==> src/rtl/y86_fetch_seq.sv <==
// Multi-cycle Y86-64 fetch: reads instruction bytes one per handshake, decodes them, presents over valid/ready.
// Optional FETCH_PERF_CNT_EN adds perf_instr_o / perf_wait_o counters.
module y86_fetch_seq #(
    parameter int unsigned IMEM_DEPTH = 1024,
    parameter logic [63:0] RESET_PC   = 64'd0
) (
    input  logic        clk_i,
    input  logic        rst_i,
    input  logic        run_i,
    output logic        mem_req_o,
    output logic [63:0] mem_addr_o,
    input  logic        mem_ack_i,
    input  logic [7:0]  mem_rdata_i,
    output logic        instr_valid_o,
    input  logic        instr_ready_i,
    input  logic        redirect_valid_i,
    input  logic [63:0] redirect_pc_i,
    output logic [63:0] pc_o,
    output logic [3:0]  icode_o,
    output logic [3:0]  ifunc_o,
    output logic [3:0]  rA_o,
    output logic [3:0]  rB_o,
    output logic [63:0] valC_o,
    output logic [63:0] valP_o,
    output logic [2:0]  stat_o,
    output logic        busy_o
`ifdef FETCH_PERF_CNT_EN
    ,
    output logic [31:0] perf_instr_o,
    output logic [31:0] perf_wait_o
`endif
);

    typedef enum logic [1:0] {S_IDLE, S_REQ, S_DONE, S_HALT} state_t;

    localparam logic [2:0] STAT_AOK = 3'd1;
    localparam logic [2:0] STAT_HLT = 3'd2;
    localparam logic [2:0] STAT_ADR = 3'd3;
    localparam logic [2:0] STAT_INS = 3'd4;

    function automatic logic addr_bad(input logic [63:0] base, input logic [3:0] off);
        logic [64:0] sum;
        sum = {1'b0, base} + {61'd0, off};
        return sum > 65'(IMEM_DEPTH - 1);
    endfunction

    function automatic logic [3:0] instr_len(input logic [3:0] icode);
        case (icode)
            4'h2, 4'h6, 4'hA, 4'hB: return 4'd2;
            4'h7, 4'h8:             return 4'd9;
            4'h3, 4'h4, 4'h5:       return 4'd10;
            default:                return 4'd1;
        endcase
    endfunction

    function automatic logic has_reg(input logic [3:0] icode);
        case (icode)
            4'h2, 4'h3, 4'h4, 4'h5, 4'h6, 4'hA, 4'hB: return 1'b1;
            default:                                 return 1'b0;
        endcase
    endfunction

    state_t      state_q;
    logic [63:0] pc_q;
    logic [3:0]  count_q;
    logic [3:0]  len_q;
    logic        mem_req_q;
    logic [63:0] mem_addr_q;
    logic [3:0]  icode_q, ifunc_q, ra_q, rb_q;
    logic [63:0] valc_q;
    logic [2:0]  stat_q;

    logic [3:0]  cnt_inc;
    logic [3:0]  byte_icode;
    logic [3:0]  byte_len;
    logic [2:0]  valc_idx;
    logic [63:0] next_addr;
    logic        next_bad;
    logic [63:0] valp;
    logic [63:0] next_pc;
    logic        next_pc_bad;

    assign cnt_inc     = count_q + 4'd1;
    assign byte_icode  = mem_rdata_i[7:4];
    assign byte_len    = instr_len(byte_icode);
    assign valc_idx    = 3'(count_q - (has_reg(icode_q) ? 4'd2 : 4'd1));
    assign next_addr   = pc_q + {60'd0, cnt_inc};
    assign next_bad    = addr_bad(pc_q, cnt_inc);
    assign valp        = pc_q + {60'd0, count_q};
    assign next_pc     = redirect_valid_i ? redirect_pc_i : valp;
    assign next_pc_bad = addr_bad(next_pc, 4'd0);

    always_ff @(posedge clk_i or posedge rst_i) begin
        if (rst_i) begin
            state_q    <= S_IDLE;
            pc_q       <= RESET_PC;
            count_q    <= 4'd0;
            len_q      <= 4'd0;
            mem_req_q  <= 1'b0;
            mem_addr_q <= 64'd0;
            icode_q    <= 4'h0;
            ifunc_q    <= 4'h0;
            ra_q       <= 4'hF;
            rb_q       <= 4'hF;
            valc_q     <= 64'd0;
            stat_q     <= STAT_AOK;
        end else begin
            case (state_q)
                S_IDLE: begin
                    if (run_i) begin
                        if (addr_bad(pc_q, 4'd0)) begin
                            stat_q  <= STAT_ADR;
                            state_q <= S_DONE;
                        end else begin
                            state_q    <= S_REQ;
                            mem_req_q  <= 1'b1;
                            mem_addr_q <= pc_q;
                        end
                    end
                end
                S_REQ: begin
                    if (mem_ack_i) begin
                        count_q <= cnt_inc;
                        if (count_q == 4'd0) begin
                            icode_q <= byte_icode;
                            ifunc_q <= mem_rdata_i[3:0];
                            ra_q    <= 4'hF;
                            rb_q    <= 4'hF;
                            valc_q  <= 64'd0;
                            len_q   <= byte_len;
                        end else if (has_reg(icode_q) && count_q == 4'd1) begin
                            ra_q <= mem_rdata_i[7:4];
                            rb_q <= mem_rdata_i[3:0];
                        end else begin
                            valc_q[{valc_idx, 3'b000} +: 8] <= mem_rdata_i;
                        end
                        // Length is known from the byte just arriving when count is 0
                        if (count_q == 4'd0 && byte_icode >= 4'hC) begin
                            stat_q    <= STAT_INS;
                            state_q   <= S_DONE;
                            mem_req_q <= 1'b0;
                        end else if ((count_q == 4'd0) ? (byte_len == 4'd1) : (cnt_inc == len_q)) begin
                            if (count_q == 4'd0 && byte_icode == 4'h0)
                                stat_q <= STAT_HLT;
                            state_q   <= S_DONE;
                            mem_req_q <= 1'b0;
                        end else if (next_bad) begin
                            stat_q    <= STAT_ADR;
                            state_q   <= S_DONE;
                            mem_req_q <= 1'b0;
                        end else begin
                            mem_addr_q <= next_addr;
                        end
                    end
                end
                S_DONE: begin
                    if (instr_ready_i) begin
                        // PC is left untouched on the way to HALT so pc_o keeps showing the last instruction
                        if (stat_q != STAT_AOK) begin
                            state_q <= S_HALT;
                        end else begin
                            pc_q    <= next_pc;
                            count_q <= 4'd0;
                            len_q   <= 4'd0;
                            icode_q <= 4'h0;
                            ifunc_q <= 4'h0;
                            ra_q    <= 4'hF;
                            rb_q    <= 4'hF;
                            valc_q  <= 64'd0;
                            if (next_pc_bad) begin
                                stat_q <= STAT_ADR;
                            end else begin
                                state_q    <= S_REQ;
                                mem_req_q  <= 1'b1;
                                mem_addr_q <= next_pc;
                            end
                        end
                    end
                end
                S_HALT:  state_q <= S_HALT;
                default: state_q <= S_IDLE;
            endcase
        end
    end

`ifdef FETCH_PERF_CNT_EN
    logic [31:0] perf_instr_q;
    logic [31:0] perf_wait_q;

    always_ff @(posedge clk_i or posedge rst_i) begin
        if (rst_i) begin
            perf_instr_q <= 32'd0;
            perf_wait_q  <= 32'd0;
        end else begin
            if (state_q == S_DONE && instr_ready_i)
                perf_instr_q <= perf_instr_q + 32'd1;
            if (state_q == S_REQ && !mem_ack_i)
                perf_wait_q <= perf_wait_q + 32'd1;
        end
    end

    assign perf_instr_o = perf_instr_q;
    assign perf_wait_o  = perf_wait_q;
`endif

    assign mem_req_o     = mem_req_q;
    assign mem_addr_o    = mem_addr_q;
    assign instr_valid_o = (state_q == S_DONE);
    assign busy_o        = (state_q == S_REQ) || (state_q == S_DONE);
    assign pc_o          = pc_q;
    assign icode_o       = icode_q;
    assign ifunc_o       = ifunc_q;
    assign rA_o          = ra_q;
    assign rB_o          = rb_q;
    assign valC_o        = valc_q;
    assign valP_o        = valp;
    assign stat_o        = stat_q;

endmodule

==> config.mk <==
export PLATFORM = sky130hd
export DESIGN_NAME = y86_fetch_seq
export DESIGN_NICKNAME = d
export VERILOG_FILES = /design/src/rtl/y86_fetch_seq.sv
export SDC_FILE = /design/constraint.sdc
export NUM_CORES = 1
export LEC_CHECK = 0
export ABC_AREA = 1
export BUFFER_PORTS_ARGS = -buffer_cell sky130_fd_sc_hd__buf_2
export CAP_MARGIN = 20
export CORE_UTILIZATION = 50
export DETAILED_ROUTE_END_ITERATION = 16
export PLACE_DENSITY = 0.85
export SLEW_MARGIN = 20
export SYNTH_ARGS = -nofsm -noshare
export SYNTH_HDL_FRONTEND = slang
export SYNTH_SLANG_ARGS = --single-unit
==> constraint.sdc <==
create_clock -name clk_i -period 17.1 [get_ports clk_i]
set_clock_uncertainty 0.05 [all_clocks]
set_input_delay 3.42 -clock clk_i [delete_from_list [all_inputs] [get_ports clk_i]]
set_output_delay 3.42 -clock clk_i [all_outputs]
set_load 0.05 [all_outputs]
Word-level counts from Yosys, hierarchy flattened. Memory sizes are Yosys's and may differ from the RTL's. Cells that the tools add are included.

Register bits: 222. Bits in latches: 0. Memory bits (writable): 0. ROM bits: 48. Input bits: 78. Output and inout port bits: 278. Word-level logic and storage cells: 154. Memories kept: 1.

Memory list: (name not given) (words 16, bits a word 3, read ports 1, clocked after Yosys merged registers in 0, wr ports 0, line 48) `case (icode)`.

$add $sub $neg: 6. Multiply operators: 0. Divide/modulo/power cells: 0. Magnitude comparators: 4. Equality and inequality tests: 31. Shift-type cells: 2. Mux-type cells: 78. Bitwise gates (word level): 1. Reduce and logical (&&, ||, !) cells: 19.

Operators by type and width (number): $mux W64 (15); $pmux W64 S3 (1); $add A64 B4 Y64 (2); $gt A64 B10 Y1 const B (2); $pmux W64 S2 (1); $mux W4 (17); $add A64 B4 Y65 (1); $gt A65 B10 Y1 const B (1); $bwmux W64 (1); $shift A8 B8 Y64 const A (1); $shiftx A8 B8 Y64 (1); $pmux W4 S2 (6); $mux W3 (10); $mux W2 (10); $ne A2 B2 Y1 const B (10); $reduce_and A5 Y1 (4); $mux W1 (14); $eq A4 B3 Y1 const B (3); $reduce_and A10 Y1 (1); $pmux W3 S3 (1); $reduce_and A9 Y1 (1); $eq A4 B1 Y1 const B (2); $eq A4 B2 Y1 const B (2); $eq A4 B4 Y1 const B (2); other kinds (25) (32).

Longest topological paths before layout.
Depth after elaboration: 12. Gate-level depth with buffers: 24. Gate-level depth less buffers: 24.

Least setup slack after synthesis. No wires, ideal clock.

Path type: flip-flop to output port. From: register pc_q[0] (netlist: pc_o[0]). To: output valP_o[56]. Arrival time: 2.529 ns. Data required time: 13.630 ns. Setup slack: 11.101 ns. Cell stages (with the launch flop): 13. Buffers on the path: 0. Cell sequence: dfrtp_1 > ha_1 > inv_1 > fa_1 > inv_1 > nand2_1 > nand2_1 > nand2_1 > nor2_1 > nand2_1 > nor2_1 > nand2_1 > nand2_1.

Cells in the longest elaborated chain, start to end: 1.

RTL lines: start, declared (line 64) `logic [63:0] pc_q;`; start signal, assigned (line 162) `pc_q <= next_pc;`; $add A64 B4 Y64 (line 89) `assign valp = pc_q + {60'd0, count_q};`; end, declared (line 24) `output logic [63:0] valP_o,`.

No other way between the ends.

Final worst setup path.
From: input redirect_valid_i. To: register mem_addr_q[25] (netlist: mem_addr_o[25]).

Cells in the longest elaborated chain, start to end: 5. Elaborated cells between the ends (all ways): 8. Classes of those cells: order compare: 1; eq/ne: 1; mux: 5; reduce/logical: 1.

RTL lines: start, declared (line 16) `input logic redirect_valid_i,`; $mux W64 (*) (line 90) `assign next_pc = redirect_valid_i ? redirect_pc_i : valp;`; branches (longest 4 deep; another with $gt A64 B10 Y1); end signal, assigned (line 117) `mem_addr_q <= pc_q;`; end signal, assigned (line 152) `mem_addr_q <= next_addr;`; end signal, assigned (line 175) `mem_addr_q <= next_pc;`; end, declared (line 68) `logic [63:0] mem_addr_q;`.

Mark *: on every way between the ends. The select of a mux whose other input is x is not followed. A chain may end at the register's enable or synchronous reset.

==> qor.csv <==
metric;value;unit
outcome;finished, final reports clean;
TritonRoute pass-1 iters;6;
routed via count;18990;
1st-iter DRT viols;2810;
NumNets Final;2784;
sequential cell area fraction in the yosys report;34.87;%
worst reg-to-reg setup slack;10.91;ns
Reg2Reg Depth;21;
Root Buffer;clkbuf_16;
final setup fails;0;
Slew headroom;27.05;%
die area;32500;µm²
Die Span Y;180.3;µm
starting density of the core;51.41;%
HP Start;mem_addr_o[28];
share of cells above drive strength 1;19.86;%
CTS tree;done;
crit start category;primary input;
largest net degree at the start of global routing;92;
CP max FO;64;
CP max stage delay;0.71;ns
maxcap violations;0;
# clock sinks;221;
Yosys Warn Count;0;
Cell Area, Placed;17710;µm²
Crit Path Category;in -> reg;
hold_buf cts;0;
drt wl/cell;24.33;µm
Finished Cell Area;18590;µm²
synthesized instance count;2400;
WHS Path Cells;2;
Buffers on Ports;355;
clock-pin slew on the worst setup and hold paths;0.06;ns
vias per inst;6.123;
Die X;180.3;µm
pre-CTS WS;9.534;ns
slowest stage cell, crit path;buf_4;
Unique masters post-synth;42;
gpl congestion;1.073;
detailed placement HPWL;58140;µm
Yosys reg bits;221;
setup TNS;0;ns
worst setup margin;9.970;ns
Tightest Hold Check Type;reg -> reg;
antenna violations before repair;4;
Worst Path Required;17.48;ns
crit end category;register;
final period utilization;41.70;%
vias in the first global route;17190;
Synth-to-Final Area Change;16.97;%
actual slew at the worst max-slew pin;1.083;ns
synthesized area;15890;µm²
minimum clock period;7.130;ns
RSZ-0062 raised after global routing;no;
Net Count, Synth;2500;
IO Pins;356;
fillers;2971;
drc violations;0;
clock network latency to the later pin of the worst-skew pair;0.56;ns
Max Freq;140.3;MHz
clk buf depth;3;
Mean Syn Cell Area;6.621;µm²
FF-to-FF End;mem_addr_o[25];
WL final;75480;µm
Tot GR Track Use;45.74;%
CP most frequent cell;nand2_1;
post-route ant nets;0;
Slew Limit Fails;0;
post-CTS sizing;0;
CORE AREA;30910;µm²
Overflow after GRT;0;
Row Count;64;
WHS Endpoint;mem_addr_o[28];
first-pass GRT wire length;111300;µm
Post-CTS Setup Inserts;0;
critical path, cell by cell;buf_2 > inv_2 > buf_4 > nand3_1 > nand2_1 > nand2_1 > nor2_1 > nand3_1 > nor2_1 > nand3_2 > o21bai_4 > nand3_4 > nand2_1 > nand2_1;
TritonCTS Buffers;26;
hold slack;0.4160;ns
CP Data Arrival Time;7.51;ns
H-tree lvl count;1;
Hold Fails Final Rpt;0;
reg2reg start;count_q[0];
-- registers in the layout, indices dropped and copies added, names as in the netlist, 3 cells and up --
signal / cells
count_q: 4
icode_o: 4
ifunc_o: 4
len_q: 3
mem_addr_o: 64
pc_o: 64
rA_o: 4
rB_o: 4
stat_o: 3
valC_o: 64
-- layout by cell type (no fill, tap or decap), types with 6 or more instances in the layout --
cell	n
a22oi_1	9
o22ai_1	27
nand2_1	769
dfrtp_1	212
a21oi_1	20
nand4_1	101
nor2_4	15
o21ai_1	12
xor2_1	51
clkinv_2	8
dfstp_2	9
nor3_1	14
a31oi_1	45
nand3_1	211
nor2_2	18
inv_1	201
o21ai_0	171
buf_4	14
inv_2	6
buf_2	355
ha_1	17
xnor2_1	8
nand2_2	18
nor2_1	255
nor4_1	10
clkbuf_16	26
or2_2	46
o31ai_1	11
-- metal layers --
layer  GRT usage, %  up-vias  wire length, µm
li1               -     8417                -
met1          65.45     8878            30580
met2          65.38     1454            30530
met3          12.17      240            10680
met4          18.02        4             3674
met5              0        -               27
-- critical path, delay by kind of cell --
kind,cells,cell delay (ns)
and+or+nand+nor,10,2.15
buffers and inverters,3,1.65
AOI/OAI and AO/OA,1,0.18
-- cell families after synthesis --
family	synth area share (%)
simple gates	40.35
buf+inv	8.748
compound gates	10.91
flops	34.87
xor+xnor	3.252
fa+ha+maj	1.874
-- worst max path at each step --
stage                           from             end  slack, ns
floorplan                      rst_i      count_q[0]       7.60
global placement    redirect_valid_i   mem_addr_o[1]       9.72
detailed placement  redirect_valid_i  mem_addr_o[23]       9.53
CTS                 redirect_valid_i  mem_addr_o[25]      10.09
global route        redirect_valid_i  mem_addr_o[57]       9.81
finish              redirect_valid_i  mem_addr_o[25]       9.97
-- cell usage after synthesis (all sizes together) --
master | count | area [µm²]
o22ai | 27 | 168.9
dfrtp | 212 | 5305
a311oi | 1 | 8.760
a2bb2oi | 5 | 43.79
clkinv | 3 | 11.26
nor2 | 288 | 1231
xnor2 | 8 | 70.07
and2 | 4 | 25.02
nor3b | 2 | 15.01
a21oi | 20 | 100.1
nand4 | 101 | 631.9
o211ai | 1 | 7.510
nor3 | 14 | 70.07
a31oi | 45 | 281.5
nor4 | 10 | 62.56
nand3b | 1 | 7.510
a22oi | 9 | 67.56
o21bai | 2 | 30.03
dfstp | 9 | 236.5
buf | 51 | 361.6
inv | 209 | 784.5
fa | 3 | 60.06
clkbuf | 62 | 232.7
o21ai | 186 | 942.2
ha | 19 | 237.7
xor2 | 51 | 446.7
nand2 | 787 | 2997
or2 | 46 | 287.8
nand3 | 213 | 1084
o31ai | 11 | 82.58
-- metrics by stage --
stage          std cells  util (%)
2_1_floorplan       2400         -
3_3_place_gp        3052     57.28
3_5_place_dp        3052     57.28
4_1_cts             3100     60.12
5_1_grt             3101     60.12
6_report            3102     60.13
-- layout make-up --
class | count | area [µm²] | share of cell area, %
tap | 396 | 495.5 | 2.666
multi-input combinational | 1854 | 8984 | 48.33
timing repair buffer | 369 | 1882 | 10.12
antenna | 2 | 5.005 | 0.02693
clock buffer | 29 | 671.9 | 3.615
clock inverter | 19 | 203.9 | 1.097
inverter | 212 | 803.3 | 4.322
sequential | 221 | 5542 | 29.81
Power is not shown: default switching activity piles up to over one toggle a cycle in this logic, so the estimate is an artifact.
